===== src/rtl/cva6_axi_txn_monitor.sv =====
`default_nettype none
// ============================================================================
// Module      : cva6_axi_txn_monitor
// Description : Passive monitor on the CVA6 AXI4 master port. Tracks
//               outstanding write/read transactions, counts error responses,
//               flags counter overflow/underflow and runs a no-progress
//               watchdog. Sticky flags drive a level interrupt.
// Revision    : 1.0 - initial release
// ============================================================================
module cva6_axi_txn_monitor #(
    parameter int unsigned MAX_OUTSTANDING = 8,
    parameter int unsigned TIMEOUT_CYCLES  = 1024,
    parameter int unsigned ERR_CNT_W       = 16,
    localparam int unsigned CNT_W          = $clog2(MAX_OUTSTANDING + 1)
) (
    input  logic                 clk_i,
    input  logic                 rst_i,
    input  logic                 clear_i,
    input  logic                 axi_aw_valid_i,
    input  logic                 axi_aw_ready_i,
    input  logic                 axi_b_valid_i,
    input  logic                 axi_b_ready_i,
    input  logic [1:0]           axi_b_resp_i,
    input  logic                 axi_ar_valid_i,
    input  logic                 axi_ar_ready_i,
    input  logic                 axi_r_valid_i,
    input  logic                 axi_r_ready_i,
    input  logic                 axi_r_last_i,
    input  logic [1:0]           axi_r_resp_i,
    output logic [CNT_W-1:0]     wr_outstanding_o,
    output logic [CNT_W-1:0]     rd_outstanding_o,
    output logic [ERR_CNT_W-1:0] err_resp_cnt_o,
    output logic                 overflow_o,
    output logic                 underflow_o,
    output logic                 timeout_o,
    output logic                 irq_o
);

    localparam int unsigned      c_WD_W    = $clog2(TIMEOUT_CYCLES);
    localparam logic [CNT_W-1:0] c_MAX     = CNT_W'(MAX_OUTSTANDING);
    localparam logic [c_WD_W-1:0] c_WD_LAST = c_WD_W'(TIMEOUT_CYCLES - 1);

    localparam logic [1:0] S_IDLE    = 2'd0;
    localparam logic [1:0] S_BUSY    = 2'd1;
    localparam logic [1:0] S_TIMEOUT = 2'd2;

    logic [1:0]           r_state;
    logic [c_WD_W-1:0]    r_wd;
    logic [CNT_W-1:0]     r_wr_cnt, r_rd_cnt;
    logic [ERR_CNT_W-1:0] r_err_cnt;
    logic                 r_ovf, r_unf, r_to, r_irq;

    logic                 w_aw_hs, w_b_hs, w_ar_hs, w_r_hs, w_rd_dec, w_progress, w_busy;
    logic [CNT_W-1:0]     w_wr_next, w_rd_next;
    logic                 w_wr_ovf, w_wr_unf, w_rd_ovf, w_rd_unf;
    logic [ERR_CNT_W:0]   w_err_sum;
    logic [ERR_CNT_W-1:0] w_err_next;
    logic [1:0]           w_state_next;
    logic [c_WD_W-1:0]    w_wd_next;
    logic                 w_to_evt, w_ovf_next, w_unf_next, w_to_next;
    logic                 w_unused;

    // Only resp[1] distinguishes SLVERR/DECERR from OKAY/EXOKAY.
    assign w_unused   = ^{axi_b_resp_i[0], axi_r_resp_i[0]};

    assign w_aw_hs    = axi_aw_valid_i & axi_aw_ready_i;
    assign w_b_hs     = axi_b_valid_i  & axi_b_ready_i;
    assign w_ar_hs    = axi_ar_valid_i & axi_ar_ready_i;
    assign w_r_hs     = axi_r_valid_i  & axi_r_ready_i;
    assign w_rd_dec   = w_r_hs & axi_r_last_i;
    assign w_progress = w_b_hs | w_r_hs;
    assign w_busy     = (w_wr_next != '0) || (w_rd_next != '0);

    // Write outstanding counter: saturate at both ends and report the violation.
    always_comb begin
        w_wr_next = r_wr_cnt;
        w_wr_ovf  = 1'b0;
        w_wr_unf  = 1'b0;
        if (w_aw_hs && !w_b_hs) begin
            if (r_wr_cnt == c_MAX) w_wr_ovf  = 1'b1;
            else                   w_wr_next = r_wr_cnt + CNT_W'(1);
        end else if (!w_aw_hs && w_b_hs) begin
            if (r_wr_cnt == '0)    w_wr_unf  = 1'b1;
            else                   w_wr_next = r_wr_cnt - CNT_W'(1);
        end
    end

    // Read outstanding counter: only the last R beat retires a read.
    always_comb begin
        w_rd_next = r_rd_cnt;
        w_rd_ovf  = 1'b0;
        w_rd_unf  = 1'b0;
        if (w_ar_hs && !w_rd_dec) begin
            if (r_rd_cnt == c_MAX) w_rd_ovf  = 1'b1;
            else                   w_rd_next = r_rd_cnt + CNT_W'(1);
        end else if (!w_ar_hs && w_rd_dec) begin
            if (r_rd_cnt == '0)    w_rd_unf  = 1'b1;
            else                   w_rd_next = r_rd_cnt - CNT_W'(1);
        end
    end

    // Error counter: clear first, then add this cycle's errors with saturation.
    always_comb begin
        w_err_sum  = {1'b0, (clear_i ? '0 : r_err_cnt)}
                   + (ERR_CNT_W + 1)'(w_b_hs & axi_b_resp_i[1])
                   + (ERR_CNT_W + 1)'(w_r_hs & axi_r_resp_i[1]);
        w_err_next = w_err_sum[ERR_CNT_W] ? '1 : w_err_sum[ERR_CNT_W-1:0];
    end

    // Watchdog FSM: counts consecutive no-progress cycles while transactions are open.
    always_comb begin
        w_state_next = r_state;
        w_wd_next    = '0;
        w_to_evt     = 1'b0;
        case (r_state)
            S_IDLE: begin
                if (w_busy) w_state_next = S_BUSY;
            end
            S_BUSY: begin
                if (!w_busy) begin
                    w_state_next = S_IDLE;
                end else if ((r_wd == c_WD_LAST) && !w_progress) begin
                    w_state_next = S_TIMEOUT;
                    w_to_evt     = 1'b1;
                end else if (!w_progress && !clear_i) begin
                    w_wd_next = r_wd + c_WD_W'(1);
                end
            end
            S_TIMEOUT: begin
                if (clear_i) w_state_next = w_busy ? S_BUSY : S_IDLE;
            end
            default: w_state_next = S_IDLE;
        endcase
    end

    // Sticky flags: a clear drops old state, events in the same cycle still land.
    always_comb begin
        w_ovf_next = (clear_i ? 1'b0 : r_ovf) | w_wr_ovf | w_rd_ovf;
        w_unf_next = (clear_i ? 1'b0 : r_unf) | w_wr_unf | w_rd_unf;
        w_to_next  = (clear_i ? 1'b0 : r_to)  | w_to_evt;
    end

    // State and output registers.
    always_ff @(posedge clk_i) begin
        if (rst_i) begin
            r_state   <= S_IDLE;
            r_wd      <= '0;
            r_wr_cnt  <= '0;
            r_rd_cnt  <= '0;
            r_err_cnt <= '0;
            r_ovf     <= 1'b0;
            r_unf     <= 1'b0;
            r_to      <= 1'b0;
            r_irq     <= 1'b0;
        end else begin
            r_state   <= w_state_next;
            r_wd      <= w_wd_next;
            r_wr_cnt  <= w_wr_next;
            r_rd_cnt  <= w_rd_next;
            r_err_cnt <= w_err_next;
            r_ovf     <= w_ovf_next;
            r_unf     <= w_unf_next;
            r_to      <= w_to_next;
            r_irq     <= w_ovf_next | w_unf_next | w_to_next;
        end
    end

    assign wr_outstanding_o = r_wr_cnt;
    assign rd_outstanding_o = r_rd_cnt;
    assign err_resp_cnt_o   = r_err_cnt;
    assign overflow_o       = r_ovf;
    assign underflow_o      = r_unf;
    assign timeout_o        = r_to;
    assign irq_o            = r_irq;

endmodule
`default_nettype wire


===== config.mk =====
export PLATFORM = sky130hd
export DESIGN_NAME = cva6_axi_txn_monitor
export DESIGN_NICKNAME = d
export VERILOG_FILES = /design/src/rtl/cva6_axi_txn_monitor.sv
export SDC_FILE = /design/constraint.sdc
export NUM_CORES = 1
export LEC_CHECK = 0
export ABC_AREA = 1
export BUFFER_PORTS_ARGS = -buffer_cell sky130_fd_sc_hd__buf_2
export CORE_MARGIN = 1
export CORE_UTILIZATION = 31
export CTS_CLUSTER_DIAMETER = 60
export CTS_CLUSTER_SIZE = 16
export DETAILED_ROUTE_END_ITERATION = 8
export PLACE_DENSITY = 0.56
export SYNTH_ARGS = -nofsm -noshare
export SYNTH_HDL_FRONTEND = slang
export SYNTH_SLANG_ARGS = --single-unit

===== constraint.sdc =====
create_clock -name clk_i -period 2.2 [get_ports clk_i]
set_input_delay 0.11 -clock clk_i [delete_from_list [all_inputs] [get_ports clk_i]]
set_output_delay 0.11 -clock clk_i [all_outputs]
set_load 0.05 [all_outputs]

==> results of run 1 <==
==> synth_stat cells (4+ instances only) <==
cell type	instances	area (sq um)
o21ai_0	5	25.0
o21ai_1	4	20.0
nand3_2	9	90.1
xor2_1	16	140
nand2_1	69	259
inv_2	8	30.0
inv_1	56	210
nand3_1	20	100
dfxtp_1	40	801
xnor2_1	4	35.0
nor2_1	55	206
nand2_2	5	31.3
nor2_2	5	31.3
nor2_4	5	56.3
a21oi_1	17	85.1
ha_1	6	75.1
==> placed cells by master, fill, tap and decap left out, types with 6 or more instances in the layout <==
master	netlist	layout
a21oi_1	17	17
buf_2	0	41
buf_4	0	9
dfxtp_1	40	39
inv_1	56	55
inv_2	8	9
nand2_1	69	69
nand3_1	20	20
nand3_2	9	9
nor2_1	55	55
nor2_4	5	6
xor2_1	16	16
==> report_power, final <==
| group | internal [uW] | leakage, uW | switching (uW) |
|---|---|---|---|
| combinational | 91.3 | 0.00104 | 199 |
| clock | 336 | 0.0000541 | 278 |
| sequential | 744 | 0.000324 | 18.6 |
==> path summary, 6_finish.rpt <==
kind,cells past startpoint,startpoint,endpoint,slack (ps)
min,2,rst_i,wr_outstanding_o[3],220
max,12,err_resp_cnt_o[0],err_resp_cnt_o[15],180
min reg2reg,1,r_wd[0],r_wd[0],460
max reg2reg,12,err_resp_cnt_o[0],err_resp_cnt_o[15],180
==> sequential cells by signal (all words and copies together), names as in the netlist <==
| name | cells |
|---|---|
| err_resp_cnt_o | 16 |
| wr_outstanding_o | 4 |
| underflow_o | 1 |
| rd_outstanding_o | 4 |
| r_wd | 10 |
| timeout_o | 1 |
| overflow_o | 1 |
| r_state | 2 |
| irq_o | 1 |
==> cells by family (layout without fill, tap and decap cells) <==
group / Yosys count / after routing / synth area share, %
xor gates and xnor gates: 20 / 20 / 7.29
buffers and inverters: 69 / 123 / 11.6
AOI/OAI and AO/OA: 30 / 30 / 6.77
DFF: 40 / 40 / 33.3
and+or+nand+nor: 179 / 179 / 37.0
adders and majority gates: 7 / 7 / 3.96
==> routing by layer <==
metal  part of all wire (%)  wire length, microns  up-vias  global-route usage [%]
met3                    3.6                   185        9                    3.38
met2                     47                  2430       35                    23.4
met5                      0                     0        -                       0
li1                       -                     -     1165                       -
met4                    1.9                    98        0                    5.51
met1                     48                  2470      988                    16.3
==> metrics by stage <==
stage               hold WS (ps)  utilization [%]  area (sq um)
finish                       220             39.4          2900
global route                 257             39.4          2900
detailed placement           447             37.6          2770
floorplan                    179                -          2400
global placement             432             37.6          2770
CTS                          230             39.1          2880
==> layout make-up <==
| class | count | area [sq um] | share of cell area, % |
|---|---|---|---|
| clock buffer | 5 | 68.8 | 2.37 |
| clock inverter | 3 | 42.5 | 1.47 |
| inverter | 65 | 249 | 8.58 |
| multi-input combinational | 236 | 1340 | 46.3 |
| sequential | 40 | 802 | 27.6 |
| tap | 99 | 124 | 4.27 |
| timing repair buffer | 50 | 273 | 9.40 |
==> what timing repair did <==
item                       4_1_cts  5_1_grt
setup endpoints to repair        0        7
gates resized for setup          0        6
hold buffers                     0        0
==> results.py, run 1 <==
metrics = {
    "outcome": {
        "status": "completed",
    },
    "run": {
        "maxCapViolCount": 0,
    },
    "placed_design": {
        "dp_hpwl_mm": 4.05,
        "dp_cells": 490,
        "routabilityCongestion": 0.823,
        "place_ws_ps": 46.1,
        "portBuffers": 41,
    },
    "yosys": {
        "synth_cell_type_count": 31,
        "yosysWarnings": 0,
        "ys.flop_type": "dfxtp_1",
        "seq_area_frac_synth_pct": 33.3,
        "async_reset_ff_share_pct": 0,
        "ys_seq_elements": 40,
        "synth_nets": 368,
        "netlist_instances": 345,
        "post_synth.cell_area_avg_sq_um": 6.96,
        "syn_area_sq_um": 2400,
        "synth-edff-count": 0,
    },
    "sta": {
        "clock.fmax_ghz": 0.494,
        "worstMarginPinSlew_ps": 426,
        "fin_ws_ps": 177,
        "setup_viol": 0,
        "layout_min_cycle_time_ps": 2020,
        "slew_viol_final": 0,
        "finalCritPeriodShare_pct": 91.9,
        "finalSetupTns_ps": 0,
        "slew_headroom_pct": 71.6,
        "hold_viol_final": 0,
        "grt_setup_unrepaired": "no",
        "clock_skew_ps": 5.00,
    },
    "layout": {
        "instances_no_fill": 498,
        "drive_gt1_share_pct": 25.3,
        "num_antenna_cells": 0,
        "area_delta_synth_final_pct": 20.8,
        "fin_nets": 421,
        "fillers": 808,
    },
    "detailed_routing": {
        "ant_nets": 0,
        "viasPerCell": 4.41,
        "drtIter0Drc": 64,
        "post_drt_wl_per_cell_microns": 10.4,
        "totalWireLength_mm": 5.18,
        "firstDrtPassIters": 4,
        "drcViolationCount": 0,
        "vias": 2197,
    },
    "worst_setup_path": {
        "worstPathMaxFanout": 4,
        "crit_family": "simple AND/OR/NAND/NOR gates",
        "end_kind": "flop",
        "cpMaxStageDelayCell": "fa_2",
        "worstPathRequired_ps": 2400,
        "worstSetupPathType": "reg2reg",
        "worstPathArrival_ps": 2220,
        "max_stage_delay_ps": 360,
        "cp-start-kind": "flop",
        "path_cells": "nand2_1, fa_2, inv_2, nand4_4, inv_2, nand3_2, nor3_4, nand3_2, nor2_4, a21oi_1, o21ai_1, inv_1",
        "path_buf_inv": 3,
    },
    "floorplan": {
        "initial_core_util_pct": 32.6,
        "core_area_sq_um": 7370,
        "rows": 31,
        "die_height_microns": 90.0,
        "die_area_sq_um": 8110,
        "ios": 44,
        "die_w_microns": 90.0,
    },
    "grt": {
        "grt_max_degree": 24,
        "antenna_found_initial": 0,
        "grt_pass1_vias": 2140,
        "grt-ovfl-total": 0,
        "grt_usage_pct": 13.7,
        "grt_pass1_wl_mm": 9.05,
    },
    "clocking": {
        "clk_pin_slew_ps": 80,
        "clockBufferDepth": 2,
        "htree_levels": 2,
        "cts_setup_buffers": 0,
        "cts-root-buf": "clkbuf_8",
        "cts.sinks": 40,
        "cts_tree": "built",
        "clk_latency_ps": 300,
        "cts_buffers": 5,
    },
    "pwr": {
        "power.total_uw": 1670,
        "power_density_nw_per_um2": 574,
        "power_leakage_uw": 0.00142,
        "peakVddDrop_mv": 0.270,
    },
    "hold_path": {
        "hp-class": "in2reg",
    },
}
Note: power is estimated with default switching activity, not from simulation.
==> run 2, diff against run 1 <==
--- a/config.mk
+++ b/config.mk
@@ -12,7 +12,7 @@
 export CTS_CLUSTER_DIAMETER = 60
 export CTS_CLUSTER_SIZE = 16
 export DETAILED_ROUTE_END_ITERATION = 8
-export PLACE_DENSITY = 0.56
+export PLACE_DENSITY = 0.57
 export SYNTH_ARGS = -nofsm -noshare
 export SYNTH_HDL_FRONTEND = slang
 export SYNTH_SLANG_ARGS = --single-unit
==> constraint.sdc (replaced) <==
create_clock -name clk_i -period 1.78 [get_ports clk_i]
set_input_delay 0.089 -clock clk_i [delete_from_list [all_inputs] [get_ports clk_i]]
set_output_delay 0.089 -clock clk_i [all_outputs]
set_load 0.05 [all_outputs]
==> results.py, run 2 (synthesis results as in run 1) <==
metrics = {
    "sta": {
        "layout_min_cycle_time_ps": 1900,
        "setup_viol": 8,
        "fin_ws_ps": -122,
        "finalSetupTns_ps": -683,
        "slew_viol_final": 0,
        "finalCritPeriodShare_pct": 107,
        "clock_skew_ps": 5.97,
        "slew_headroom_pct": 53.7,
        "hold_viol_final": 0,
        "whs_ps": 223,
        "clock.fmax_ghz": 0.526,
        "grt_setup_unrepaired": "yes",
        "worstMarginPinSlew_ps": 689,
    },
    "floorplan": {
        "initial_core_util_pct": 32.6,
        "ios": 44,
        "die_area_sq_um": 8110,
        "die_height_microns": 90.0,
        "rows": 31,
        "die_w_microns": 90.0,
        "core_area_sq_um": 7370,
    },
    "placed_design": {
        "place_ws_ps": -186,
        "routabilityCongestion": 0.812,
        "place_area_sq_um": 2960,
        "dp_hpwl_mm": 4.07,
        "portBuffers": 41,
    },
    "worst_setup_path": {
        "rr_endpoint": "err_resp_cnt_o[9]",
        "r2r_slack_ps": -120,
        "worstPathRequired_ps": 2030,
        "end_kind": "flop",
        "worstPathArrival_ps": 2150,
        "ff2ff_path_depth": 12,
        "worstSetupPathType": "reg2reg",
        "cp-start-kind": "flop",
        "crit_path_end": "err_resp_cnt_o[9]",
        "critPathLaunch": "err_resp_cnt_o[0]",
        "rr_startpoint": "err_resp_cnt_o[0]",
        "worstPathMaxFanout": 4,
    },
    "layout": {
        "fillers": 773,
        "fin_nets": 443,
        "fin_area_sq_um": 3290,
        "multi_input_area_sq_um": 1530,
        "final_common_cell": "nand2_1",
        "fin_util_pct": 44.7,
        "largest_reg_flops": 16,
        "area_delta_synth_final_pct": 37.0,
        "drive_gt1_share_pct": 38.7,
        "regArea_sq_um": 826,
        "most-common-layout-cells": "61 x nand2_1, 48 x inv_1, 48 x nor2_1",
        "num_antenna_cells": 0,
    },
    "grt": {
        "busiest_layer": "met2",
        "grt_max_degree": 24,
        "grt_usage_pct": 13.7,
        "grt_pass1_wl_mm": 9.11,
        "grt_use_met3_pct": 3.21,
        "use_met1_pct": 17.5,
        "met2_usage_pct": 22.6,
        "grt-ovfl-total": 0,
        "grt_pass1_vias": 2075,
        "antenna_found_initial": 0,
    },
    "clocking": {
        "cts-root-buf": "clkbuf_8",
        "clockBufferDepth": 2,
        "cts_buffers": 5,
        "clk_latency_ps": 290,
        "cts_tree": "built",
        "htree_levels": 2,
        "cts.sinks": 40,
        "cts_hold_buf": 0,
        "clk_pin_slew_ps": 80,
    },
    "pwr": {
        "power_leakage_uw": 0.00158,
        "peakVddDrop_mv": 0.317,
        "power_density_nw_per_um2": 675,
    },
    "detailed_routing": {
        "viasPerCell": 4.43,
        "ant_nets": 0,
        "totalWireLength_mm": 5.66,
        "vias": 2306,
        "drcViolationCount": 0,
        "drtIter0Drc": 67,
        "post_drt_wl_per_cell_microns": 10.9,
        "firstDrtPassIters": 4,
    },
    "run": {
        "maxCapViolCount": 0,
    },
    "outcome": {
        "status": "finished with violations",
        "failed_checks": "setup timing",
    },
    "hold_path": {
        "hp-class": "in2reg",
    },
}
[run 2: metrics by stage]
stage	total power, uW	instances
4_1_cts	2150	515
2_1_floorplan	1240	345
5_1_grt	2340	520
3_3_place_gp	1350	507
3_5_place_dp	1350	507
6_report	2220	520
[run 2: final cells by class]
cell class | count | share of cell area, %
timing repair buffer | 71 | 13.3
clock buffer | 6 | 2.51
clock inverter | 2 | 1.03
multi-input combinational | 237 | 46.6
tap | 99 | 3.76
inverter | 65 | 7.72
sequential | 40 | 25.1
[run 2: layer usage]
metal	vias up	routed length, microns
li1	1208	-
met1	1046	2690
met2	45	2640
met3	7	246
met4	0	78
met5	-	0
[run 2: worst min path at each step]
| stage | slack (ps) | cells past startpoint | startpoint | endpoint |
|---|---|---|---|---|
| after CTS | 220 | 2 | rst_i | err_resp_cnt_o[1] |
| after global routing | 240 | 2 | rst_i | err_resp_cnt_o[1] |
| after floorplan | 160 | 1 | rst_i | r_state[1] |
| after detailed placement | 440 | 1 | r_wd[0] | r_wd[0] |
| final | 220 | 2 | rst_i | rd_outstanding_o[3] |
| after global placement | 430 | 1 | r_wd[0] | r_wd[0] |
[run 2: worst max-delay path, cell delays in order (launching register included)]
cell and delay (ps):
dfxtp_4 350, nand2_2 40, fa_2 330, inv_2 100, ha_4 150, nand3_4 90, nor2_4 100, nand4_1 140
nor2_2 200, nand3_2 120, inv_2 100, o21ai_1 70, inv_1 70
[run 2: power by group]
group,leakage [uW],switching (uW),internal (uW)
clock network,0.0000588,324,452
logic,0.00120,319,188
registers,0.000330,19.7,919
total,0.00158,663,1560
[run 2: what timing repair did]
item                       4_1_cts  5_1_grt
pin swaps                        8       21
gates resized for setup         10       38
cloned                           0        1
setup endpoints to repair       22       30
buffers inserted                 0        4
